[src/rtl/div_iter_unit.sv]
// Iterative restoring divider for DIV/DIVU in the execute stage.
// Produces one quotient bit per cycle; busy stalls the pipeline while an operation is in flight.
module div_iter_unit #(
  parameter int WIDTH = 32,
  parameter int CNT_W = 6
) (
  input  logic             clk,
  input  logic             rst,
  input  logic             start,
  input  logic             signed_div,
  input  logic [WIDTH-1:0] a,
  input  logic [WIDTH-1:0] b,
  input  logic             cancel,
  output logic             busy,
  output logic             done,
  output logic [WIDTH-1:0] quotient,
  output logic [WIDTH-1:0] remainder
);

  // Handshake: start is honoured only in IDLE with cancel low; busy is high
  // from the cycle after acceptance until results are written; done pulses
  // for one cycle when quotient/remainder have just been updated.
  typedef enum logic [1:0] {IDLE, RUN, FIX, DONE} state_t;

  state_t           state;
  state_t           state_next;
  logic [WIDTH-1:0] dvd;
  logic [WIDTH-1:0] dvs;
  logic [WIDTH-1:0] rem;
  logic [CNT_W-1:0] cnt;
  logic             sign_q;
  logic             sign_r;
  logic             div_zero;
  logic             accept;
  logic             last_iter;
  logic [WIDTH-1:0] a_mag;
  logic [WIDTH-1:0] b_mag;
  logic [WIDTH:0]   trial;

  assign accept    = (state == IDLE) && start && !cancel;
  assign last_iter = (cnt == CNT_W'(WIDTH - 1));
  assign a_mag     = (signed_div && a[WIDTH-1]) ? -a : a;
  assign b_mag     = (signed_div && b[WIDTH-1]) ? -b : b;

  // Borrow bit of the trial subtraction doubles as the "remainder < divisor" flag.
  assign trial = {rem, dvd[WIDTH-1]} - {1'b0, dvs};

  assign busy = (state == RUN) || (state == FIX);
  assign done = (state == DONE);

  always_ff @(posedge clk or posedge rst) begin
    if (rst) begin
      state <= IDLE;
    end else begin
      state <= state_next;
    end
  end

  always_comb begin
    state_next = state;
    case (state)
      IDLE: begin
        if (accept) begin
          state_next = RUN;
        end
      end
      RUN: begin
        if (cancel) begin
          state_next = IDLE;
        end else if (last_iter) begin
          state_next = FIX;
        end
      end
      FIX: begin
        if (cancel) begin
          state_next = IDLE;
        end else begin
          state_next = DONE;
        end
      end
      DONE: begin
        state_next = IDLE;
      end
      default: begin
        state_next = IDLE;
      end
    endcase
  end

  always_ff @(posedge clk or posedge rst) begin
    if (rst) begin
      dvd       <= '0;
      dvs       <= '0;
      rem       <= '0;
      cnt       <= '0;
      sign_q    <= 1'b0;
      sign_r    <= 1'b0;
      div_zero  <= 1'b0;
      quotient  <= '0;
      remainder <= '0;
    end else begin
      case (state)
        IDLE: begin
          if (accept) begin
            dvd      <= a_mag;
            dvs      <= b_mag;
            sign_q   <= signed_div & (a[WIDTH-1] ^ b[WIDTH-1]);
            sign_r   <= signed_div & a[WIDTH-1];
            div_zero <= (b == '0);
            rem      <= '0;
            cnt      <= '0;
          end
        end
        RUN: begin
          if (!cancel) begin
            if (!trial[WIDTH]) begin
              rem <= trial[WIDTH-1:0];
            end else begin
              rem <= {rem[WIDTH-2:0], dvd[WIDTH-1]};
            end
            // Dividend register fills with quotient bits as it shifts out.
            dvd <= {dvd[WIDTH-2:0], ~trial[WIDTH]};
            cnt <= cnt + CNT_W'(1);
          end
        end
        FIX: begin
          if (!cancel) begin
            // Divide by zero keeps the all-ones quotient; the remainder fix-up
            // then reproduces the raw dividend.
            quotient  <= (sign_q && !div_zero) ? -dvd : dvd;
            remainder <= sign_r ? -rem : rem;
          end
        end
        default: begin
        end
      endcase
    end
  end

endmodule

[config.mk]
export PLATFORM = sky130hd
export DESIGN_NAME = div_iter_unit
export DESIGN_NICKNAME = d
export VERILOG_FILES = /design/src/rtl/div_iter_unit.sv
export SDC_FILE = /design/constraint.sdc
export NUM_CORES = 1
export LEC_CHECK = 0
export BUFFER_PORTS_ARGS = -buffer_cell sky130_fd_sc_hd__buf_2
export CORE_MARGIN = 2
export CORE_UTILIZATION = 30
export CTS_BUF_LIST = sky130_fd_sc_hd__clkbuf_4 sky130_fd_sc_hd__clkbuf_8 sky130_fd_sc_hd__clkbuf_16
export CTS_CLUSTER_DIAMETER = 100
export DETAILED_ROUTE_END_ITERATION = 12
export SLEW_MARGIN = 20
export SYNTH_ARGS = -nofsm -noshare
export SYNTH_HDL_FRONTEND = slang
export SYNTH_SLANG_ARGS = --single-unit
[constraint.sdc]
create_clock -name clk -period 9.75 [get_ports clk]
set_input_delay 0.4875 -clock clk [delete_from_list [all_inputs] [get_ports clk]]
set_output_delay 0.4875 -clock clk [all_outputs]
set_load 0.005 [all_outputs]
Yosys cells after proc, flatten, opt, wreduce, memory -nomap -nowiden. Cells that the tools add are included. W data, S select, Z words.

Logic and storage cells: 62. Output and inout port bits: 66. Latch bits: 0. Memories: 0. Bits in registers: 171. RAM bits: 0. ROM bits: 0. Input bits: 69.

Order comparisons: 0. Multipliers: 0. Add/subtract/negate cells: 6. Shift operators: 0. Eq/ne operators: 7. Multiplexer cells: 19. Div/mod/pow operators: 0. Reduce and logical (&&, ||, !) cells: 15. Bitwise logic cells: 5.

Operators with widths (number): $mux W32 (9); $neg A32 Y32 (4); $pmux W32 S2 (2); $sub A33 B32 Y33 (1); $logic_not A32 Y1 (1); $mux W6 (2); $pmux W6 S2 (1); $mux W2 (4); $pmux W2 S4 (1); $add A6 B1 Y6 const B (1); $eq A6 B5 Y1 const B (1); $reduce_and A2 Y1 (3); $logic_and A1 B1 Y1 (5); $eq A2 B2 Y1 const B (2); $ne A2 B2 Y1 const B (2); $ne A3 B3 Y1 const B (1); $reduce_and A3 Y1 (1); $and A1 B1 Y1 (2); $eq A2 B1 Y1 const B (1); $logic_not A1 Y1 (2); $logic_not A2 Y1 (1); $not A1 Y1 (2); $reduce_bool A2 Y1 (1); $logic_or A1 B1 Y1 (1); $xor A1 B1 Y1 (1).

Logic depth before layout (Yosys ltp). Gate-level depths: netlist of the first run.

Word-level depth: 5. Mapped depth: 13. Mapped depth without buffers: 12.

Worst setup path before layout of the first run. Ideal clock, no wire load.

Kind: register to register. Start point: reg dvd[31]. End point: reg rem[16]. Required time: 9610 ps. Library setup time: 140 ps. Stages on the path, launching flop included: 14. Path buffers: 1. Arrival time: 2969 ps. Clock period less this slack: 3110 ps. Slack: 6640 ps. Cell sequence: dfrtp_1 > inv_1 > ha_1 > fa_1 > nand2b_1 > a21oi_2 > o21ai_2 > o41ai_4 > a211o_1 > a41oi_4 > xnor2_4 > buf_6 > mux2i_1 > o22ai_1.

Longest elaborated chain between the ends: 4.

Ends and longest elaborated chain: start: declaration (line 27) `logic [WIDTH-1:0] dvd;`; start signal: assignment (line 105) `dvd <= a_mag;`; start signal: assignment (line 122) `dvd <= {dvd[WIDTH-2:0], ~trial[WIDTH]};`; $sub A33 B32 Y33 (line 46) `assign trial = {rem, dvd[WIDTH-1]} - {1'b0, dvs};`; $mux W32 (line 116) `if (!trial[WIDTH]) begin`; $mux W32 (line 115) `if (!cancel) begin`; $pmux W32 S2 (line 102) `case (state)`; end signal: assignment (line 117) `rem <= trial[WIDTH-1:0];`; end signal: assignment (line 119) `rem <= {rem[WIDTH-2:0], dvd[WIDTH-1]};`; end: declaration (line 29) `logic [WIDTH-1:0] rem;`.

Every way passes these cells. The select of a mux whose other input is x is not followed. A chain may end at the register's enable or synchronous reset.

Final worst setup path of the first run.
Start point: reg dvd[31]. End point: reg rem[1].

The elaborated chain is that of the path after synthesis.

==> flow_summary.ini, run 1 <==
[final_layout]
multi_input_area_sq_um = 6560
nNetsFinal = 1558
final_design_area_no_fill_sq_um = 13000
regArea_sq_um = 4280
fillers = 3917
drive_gt1_share_pct = 13.6
syn2layout_area_growth_pct = 14.7
mostFrequentLayoutCell = nand2_1
final_cell_mix = nand2_1, o21ai_0, dfrtp_1

[power_and_ir_drop]
p_switching_mw = 1.95
total_power_mw = 4.18
power_frac_comb_pct = 56.7
vdd_drop_max_mv = 0.134
p_leak_nw = 5.81
internal_power_mw = 2.23
seqPwrFrac_pct = 27.6
swShare_pct = 46.7
p_per_area_nw_per_um2 = 322
clockPowerShare_pct = 15.7

[timing]
fmax_mhz = 278
grt_setup_unrepaired = no
layout_worst_path_cycle_share_pct = 36.9
fin_crit_ns = 3.59
drv_slew = 0
worst_slack_ns = 6.16
worstMarginPinSlew_ns = 0.981
final_hold_viol_count = 0
max_slew_margin_pct = 34.6
setup_tns_ns = 0
setup_viol = 0
clock_skew_ns = 0.0114

[detailed_routing]
wl_per_cell_um = 15.7
detail-route-antenna-nets = 0
routed_wirelength_mm = 31.0
drt_iter0_drc = 572
vias_per_cell = 4.89
drc = 0
dr.pass1.iters = 4
num_vias = 9662

[clocking]
path_clk_slew_ns = 0.07
cts_tree = done
cts_buffers = 17
cts-root-buf = clkbuf_16
clock_sinks = 171
h-tree-depth = 4
hold_buffers = 0
cts_resized = 0
cts_setup_buffers = 0
clock_latency_ns = 0.44
clockBufferDepth = 2

[logic_synthesis]
synth_edf_count = 0
syn-num-nets = 1468
synth_cells = 1357
synth_seq_cells = 171
yosysUniqueCellTypes = 66
ys_seq_area_share_pct = 37.8
syn_area_sq_um = 11300
synthFlopType = dfrtp_1
ys_async_sr_fraction_pct = 100
yosysWarnings = 0
synth.avg_cell_area_sq_um = 8.34

[grt]
grt_overflow = 0
antenna_found_initial = 5
grt_pass1_wl_mm = 49.5
grt_max_degree = 97
grt_pass1_vias = 9165
grt_use_total_pct = 15.8

[floorplanning]
core_sq_um = 37400
fp.dieW_um = 198
die_h_um = 198
die_area_sq_um = 39300
initial_utilization_pct = 30.3
pin_count = 135
placementRows = 71

[setup_path]
start_kind = flip-flop
endpoint_kind = flip-flop
cp.arrival_ns = 3.92
critPathKind = reg2reg
crit_fanout = 34
worstSetupEndpoint = rem[1]
r2r.worst_path.cells = 13
r2r-end = rem[1]
crit_path_start = dvd[31]
reg2reg_setup_slack_ns = 6.16
r2r_start = dvd[31]
crit_required_ns = 10.07

[placement]
pre_cts_ws_ns = 6.14
port_buffers = 134
place_hpwl_mm = 23.5
place_area_sq_um = 12400
place_congestion = 0.895

[worst_hold_path]
min_path_type = in2async

[outcome]
status = finished, final reports clean

[flow_run]
maxCapViolCount = 0
## registers in the layout (all words and copies together) (netlist names)
name	cells
sign_r	1
sign_q	1
div_zero	1
remainder	32
state	2
quotient	32
cnt	6
dvs	32
dvd	32
rem	32
## cells in the mapped netlist, drive strengths merged, types with 17 or more instances
cell type	number	area (sq um)
nor3	17	90.1
a21oi	109	549
nor4	17	106
dfrtp	171	4280
nand2	212	796
ha	41	513
o21ai	204	1030
o41ai	20	201
xnor2	71	641
xor2	78	683
mux2i	34	340
clkbuf	62	233
inv	55	206
nor2	87	327
o31ai	20	164
## cell families after synthesis
kind of cell               synth area share [%]
and+or+nand+nor                            17.5
AOI/OAI and AO/OA                          20.7
DFF                                        37.8
xor gates and xnor gates                   11.7
buffers and inverters                      4.46
adders and majority gates                  4.71
muxes                                      3.20
## worst max-delay path: stages, from the launching register on
cell	delay, ns
dfrtp_1	0.32
inv_1	0.08
ha_1	0.23
fa_1	0.37
nand2b_1	0.21
a21oi_2	0.21
o21ai_2	0.11
o41ai_4	0.51
a211o_1	0.24
a41oi_4	0.17
xnor2_4	0.16
buf_4	0.49
mux2i_1	0.15
a22o_1	0.22
## worst min path at each step
stage                    endpoint     startpoint  cells after the start  slack [ns]
finish               quotient[14]            rst                      2        0.22
global route         quotient[17]            rst                      2        0.30
CTS                       dvd[13]            rst                      2        0.28
detailed placement  remainder[18]  remainder[18]                      2        0.46
global placement     remainder[4]   remainder[4]                      2        0.46
floorplan                 dvs[10]        dvs[10]                      2        0.45
## layer usage
layer	GRT usage (%)	up-vias	wire length, um
met2	22.7	189	12800
met1	23.4	4528	16100
met3	3.61	38	1550
li1	-	4905	-
met4	4.59	2	516
met5	0	-	13
## per-stage QoR
step | hold WS (ns) | cells | util [%]
6_report | 0.218 | 1974 | 34.7
5_1_grt | 0.304 | 1972 | 34.7
4_1_cts | 0.281 | 1971 | 34.7
3_5_place_dp | 0.465 | 1939 | 33.2
3_3_place_gp | 0.456 | 1939 | 33.2
2_1_floorplan | 0.450 | 1357 | -
## power groups by stage
stage	clock network, mW	registers (mW)	logic [mW]
2_1_floorplan	0	1.07	1.93
3_3_place_gp	0	1.15	2.36
3_5_place_dp	0	1.16	2.37
4_1_cts	0.674	1.15	2.38
5_1_grt	0.704	1.19	2.66
6_report	0.658	1.15	2.37
## area by class of cell
cell class	count	share of cell area, %
multi-input cells	1060	50.5
flip-flops and latches	171	33.0
repair buffers	142	5.63
well taps	511	4.92
clock buffers	19	3.39
inverters	55	1.63
clock inverters	13	0.896
diodes	3	0.0578
Power figures use the tool's default switching activity.
==> inputs of run 2 (changes only) <==
clock period = 3.6 ns   (was 9.75 ns; I/O delays follow)
==> run 2 against run 1 <==
Sequential share of layout area is 0.58 points lower; register-to-register slack worse by 5.9 ns; non-clock buffer count is 25 higher; clock power grew to 2.8 times the previous value; critical path depth is 1 lower; sequential power grew to 2.7 times the previous value; wire length is 0.76% higher; clock-buffer cell count stayed put; largest power group unchanged; highest routed layer unchanged.
==> flow_summary.ini, run 2 (synthesis gave the netlist of run 1 again) <==
[outcome]
status = finished, final reports clean

[grt]
antenna_found_initial = 2
grt_pass1_wl_mm = 50.6
grt_overflow = 0
grt_max_degree = 73
grt_pass1_vias = 9384
grt_use_total_pct = 16.2

[placement]
place_congestion = 0.934
port_buffers = 134
place_hpwl_mm = 24.3

[detailed_routing]
dr.pass1.iters = 5
drt_iter0_drc = 688
vias_per_cell = 4.92
detail-route-antenna-nets = 0
drc = 0
wl_per_cell_um = 15.6
num_vias = 9822
routed_wirelength_mm = 31.2

[power_and_ir_drop]
clockPowerShare_pct = 16.1
p_per_area_nw_per_um2 = 879
swShare_pct = 46.1
vdd_drop_max_mv = 0.359
internal_power_mw = 6.26
p_switching_mw = 5.35
power_frac_comb_pct = 57.4
total_power_mw = 11.6
seqPwrFrac_pct = 26.6
p_leak_nw = 5.94

[setup_path]
crit_family = compound AO/OA/AOI/OAI gates
start_kind = flip-flop
max_stage_delay_ns = 0.43
critPathKind = reg2reg
cp.arrival_ns = 3.61
worst-path-buf-inv = 2
crit_fanout = 22
slowest_stage = dfrtp_1
r2r_start = rem[0]
r2r.worst_path.cells = 12
crit_required_ns = 3.91
r2r-end = rem[6]
reg2reg_setup_slack_ns = 0.30
endpoint_kind = flip-flop
path_cells = inv_1 -> fa_1 -> nand2b_1 -> a21oi_2 -> o21ai_2 -> o41ai_4 -> a211o_1 -> a41oi_4 -> xnor2_4 -> buf_4 -> mux2i_1 -> o21ai_1

[final_layout]
syn2layout_area_growth_pct = 16.7
mostFrequentLayoutCell = nand2_1
final_cell_mix = nand2_1, o21ai_0, dfrtp_1
drive_gt1_share_pct = 14.9
nNetsFinal = 1583

[worst_hold_path]
min_path_type = in2reg
hold_depth = 2
hp-start = b[31]
holdPathEnd = div_zero

[clocking]
clockBufferDepth = 2
h-tree-depth = 4
cts-root-buf = clkbuf_16
cts_setup_buffers = 0
cts_buffers = 17
clock_latency_ns = 0.44
clock_sinks = 171
cts_tree = done
path_clk_slew_ns = 0.07

[floorplanning]
fp.dieW_um = 198
initial_utilization_pct = 30.3
core_sq_um = 37400
die_h_um = 198
pin_count = 135
placementRows = 71
die_area_sq_um = 39300

[timing]
whs_ns = 0.0366
drv_slew = 0
grt_setup_unrepaired = no
layout_worst_path_cycle_share_pct = 91.6
clock_skew_ns = 0.00779
final_hold_viol_count = 0
fin_crit_ns = 3.30
max_slew_margin_pct = 34.6
worstMarginPinSlew_ns = 0.981
setup_viol = 0
fmax_mhz = 303
setup_tns_ns = 0

[flow_run]
maxCapViolCount = 0
[run 2: changes by cell type in the layout (fill, tap and decap cells not counted), sizes merged]
cell | previous run | this run
buf | 142 | 166
clkinvlp | 3 | 7
clkinv | 5 | 2
diode | 3 | 1
inv | 59 | 57
bufinv | 1 | 2
dlygate4sd3 | 0 | 1
[run 2: power groups by stage]
stage          clock, mW  combinational [mW]  sequential, mW
4_1_cts             1.91                6.65            3.07
5_1_grt             1.99                7.47            3.17
3_5_place_dp           0                6.61            3.11
3_3_place_gp           0                6.56            3.08
6_report            1.86                6.66            3.08
2_1_floorplan          0                5.22            2.89
[run 2: layout make-up]
class / instances / area (sq um)
flip-flops and latches: 171 / 4280
inverters: 55 / 210
well taps: 511 / 639
multi-input cells: 1060 / 6550
clock inverters: 13 / 141
fillers: 3861 / 24200
repair buffers: 167 / 946
clock buffers: 19 / 447
diodes: 1 / 2.50
[run 2: per-stage QoR]
step           area (sq um)  utilization (%)  setup slack, ns  instances
4_1_cts               13200             35.3            0.297       1996
2_1_floorplan         11300                -            0.490       1357
3_5_place_dp          12600             33.7            0.337       1963
3_3_place_gp          12600             33.7            0.429       1963
6_report              13200             35.3            0.301       1997
5_1_grt               13200             35.3           0.0923       1997
[run 2: how the worst max path moves through the flow]
stage	startpoint	endpoint	slack (ns)	cells past startpoint
floorplan	dvd[31]	rem[16]	0.49	13
global placement	dvd[31]	rem[0]	0.43	13
detailed placement	rem[0]	rem[6]	0.34	12
CTS	rem[0]	rem[6]	0.30	12
global route	rem[0]	rem[6]	0.09	12
finish	rem[0]	rem[6]	0.30	12
[run 2: routing by layer]
| layer | up-vias | part of all wire (%) | track usage, % |
|---|---|---|---|
| met5 | - | 0.042 | 0 |
| met4 | 2 | 1.7 | 4.62 |
| met3 | 38 | 4.8 | 3.19 |
| met2 | 190 | 42 | 23.7 |
| met1 | 4628 | 51 | 23.9 |
| li1 | 4964 | - | - |
[run 2: timing repair]
item | 4_1_cts | 5_1_grt
gates resized for setup | 0 | 0
hold endpoints to repair | 33 | 0
hold buffers | 1 | 0
==> inputs of run 3 (changes only) <==
RECOVER_POWER = 25   (was unset)
==> run 3 against run 2 <==
The flow now finishes with violations (max-capacitance violations, max-slew violations); clock power about the same; combinational power is essentially flat; register-to-register slack about the same; sequential cell count unchanged; global-route usage stayed put; core utilization fell by 0.23 points; total power hardly changed; via count is 0.17% lower; sequential power barely moved; clock skew hardly changed; clock-buffer cell count did not move; worst hold slack hardly changed; largest cell class unchanged.
==> flow_summary.ini, run 3 (synthesis gave the netlist of run 1 again) <==
[detailed_routing]
vias_per_cell = 4.91
met1Wirelength_mm = 16.1
num_vias = 9805
drc = 0
drt_iter0_drc = 680
wl_met2_mm = 13.3
dr.pass1.iters = 5
routed_wirelength_mm = 31.3
wl_per_cell_um = 15.7
top_layer_used = met5
detail-route-antenna-nets = 0
met3_length_mm = 1.42

[placement]
place_inst = 1963
port_buffers = 134
pre_cts_ws_ns = 0.337
place_hpwl_mm = 24.3
place_congestion = 0.934

[floorplanning]
fp.dieW_um = 198
die_h_um = 198
core_sq_um = 37400
pin_count = 135
placementRows = 71
initial_utilization_pct = 30.3
die_area_sq_um = 39300

[clocking]
clockBufferDepth = 2
cts-root-buf = clkbuf_16
cts_resized = 0
clock_sinks = 171
cts_buffers = 17
path_clk_slew_ns = 0.07
h-tree-depth = 4
clock_latency_ns = 0.44
cts_tree = done

[final_layout]
drive_gt1_share_pct = 11.1
mostFrequentLayoutCell = nand2_1
regArea_sq_um = 4280
nNetsFinal = 1583
multi_input_area_sq_um = 6550
layoutNonFillerInstCount = 1997
fillers = 3872
final_cell_mix = nand2_1, o21ai_0, dfrtp_1
syn2layout_area_growth_pct = 15.9

[grt]
grt_pass1_wl_mm = 50.6
grt_max_degree = 73
grt_overflow = 0
grt_pass1_vias = 9384
antenna_found_initial = 2
grt_use_total_pct = 16.2

[setup_path]
reg2reg_setup_slack_ns = 0.30
slowest_stage = dfrtp_1
critPathKind = reg2reg
endpoint_kind = flip-flop
crit_fanout = 22
crit_required_ns = 3.91
start_kind = flip-flop
max_stage_delay_ns = 0.43
cp.arrival_ns = 3.61
path_cells = inv_1 -> fa_1 -> nand2b_1 -> a21oi_2 -> o21ai_2 -> o41ai_4 -> a211o_1 -> a41oi_4 -> xnor2_4 -> buf_4 -> mux2i_1 -> o21ai_1

[timing]
final_hold_viol_count = 0
whs_ns = 0.0365
setup_tns_ns = 0
drv_slew = 39
worstMarginPinSlew_ns = 1.62
worst_slack_ns = 0.301
clock_skew_ns = 0.00744
grt_setup_unrepaired = no
max_slew_margin_pct = -8.68
setup_viol = 0
fin_crit_ns = 3.30
fmax_mhz = 303
layout_worst_path_cycle_share_pct = 91.6

[flow_run]
maxCapViolCount = 1

[power_and_ir_drop]
p_per_area_nw_per_um2 = 884
p_leak_nw = 5.69
vdd_drop_max_mv = 0.360

[outcome]
violations = max-capacitance violations, max-slew violations
status = finished, violations left

[worst_hold_path]
min_path_type = in2reg
[run 3: cell count changes in the layout (fill, tap and decap cells not counted)]
cell	before	now
buf_2	134	78
clkbuf_1	0	56
buf_12	2	1
clkbuf_2	0	1
clkinvlp_2	0	1
clkinvlp_4	7	6
[run 3: final timing paths]
check,startpoint,to,cells after the start
setup / recovery,rem[0],rem[6],12
hold / removal,b[31],div_zero,2
setup reg to reg,rem[0],rem[6],12
hold reg to reg,remainder[19],remainder[19],2
max in group asynchronous,rst,dvs[4],4
min in group asynchronous,rst,quotient[15],3
[run 3: layout make-up]
class,count,area share (%)
Timing Repair Buffer,167,6.56
Antenna cell,1,0.0191
Multi-Input combinational cell,1060,49.9
Clock inverter,13,1.08
Inverter,55,1.58
Clock buffer,19,3.40
Tap cell,511,4.87
Sequential cell,171,32.6
[run 3: stage by stage]
stage | cell area (sq um) | util, % | power [mW]
after floorplan | 11300 | - | 8.11
after global placement | 12600 | 33.7 | 9.63
after detailed placement | 12600 | 33.7 | 9.72
after CTS | 13200 | 35.3 | 11.6
after global routing | 13100 | 35.1 | 12.6
final | 13100 | 35.1 | 11.6
[run 3: timing repair]
item | in CTS | in global routing
hold endpoints to repair | 33 | 0
hold buffers | 1 | 0
buffers inserted | 0 | 0
[run 3: worst max-delay path, delay by kind of cell, from the launching register on]
family          cells  cell delay, ns
simple gates        1            0.20
flops               1            0.43
compound gates      6            1.19
xor+xnor            1            0.18
buf+inv             2            0.49
fa+ha+maj           1            0.41
mux                 1            0.25
[run 3: metal layers]
layer  GRT usage [%]  up-vias
li1                -     4961
met5               0        -
met2            23.7      188
met1            23.9     4619
met3            3.19       35
met4            4.62        2
[run 3: power breakdown]
part | switching [mW] | internal, mW
clock | 0.813 | 1.05
sequential | 0.659 | 2.42
combinational | 3.88 | 2.78
total | 5.35 | 6.26
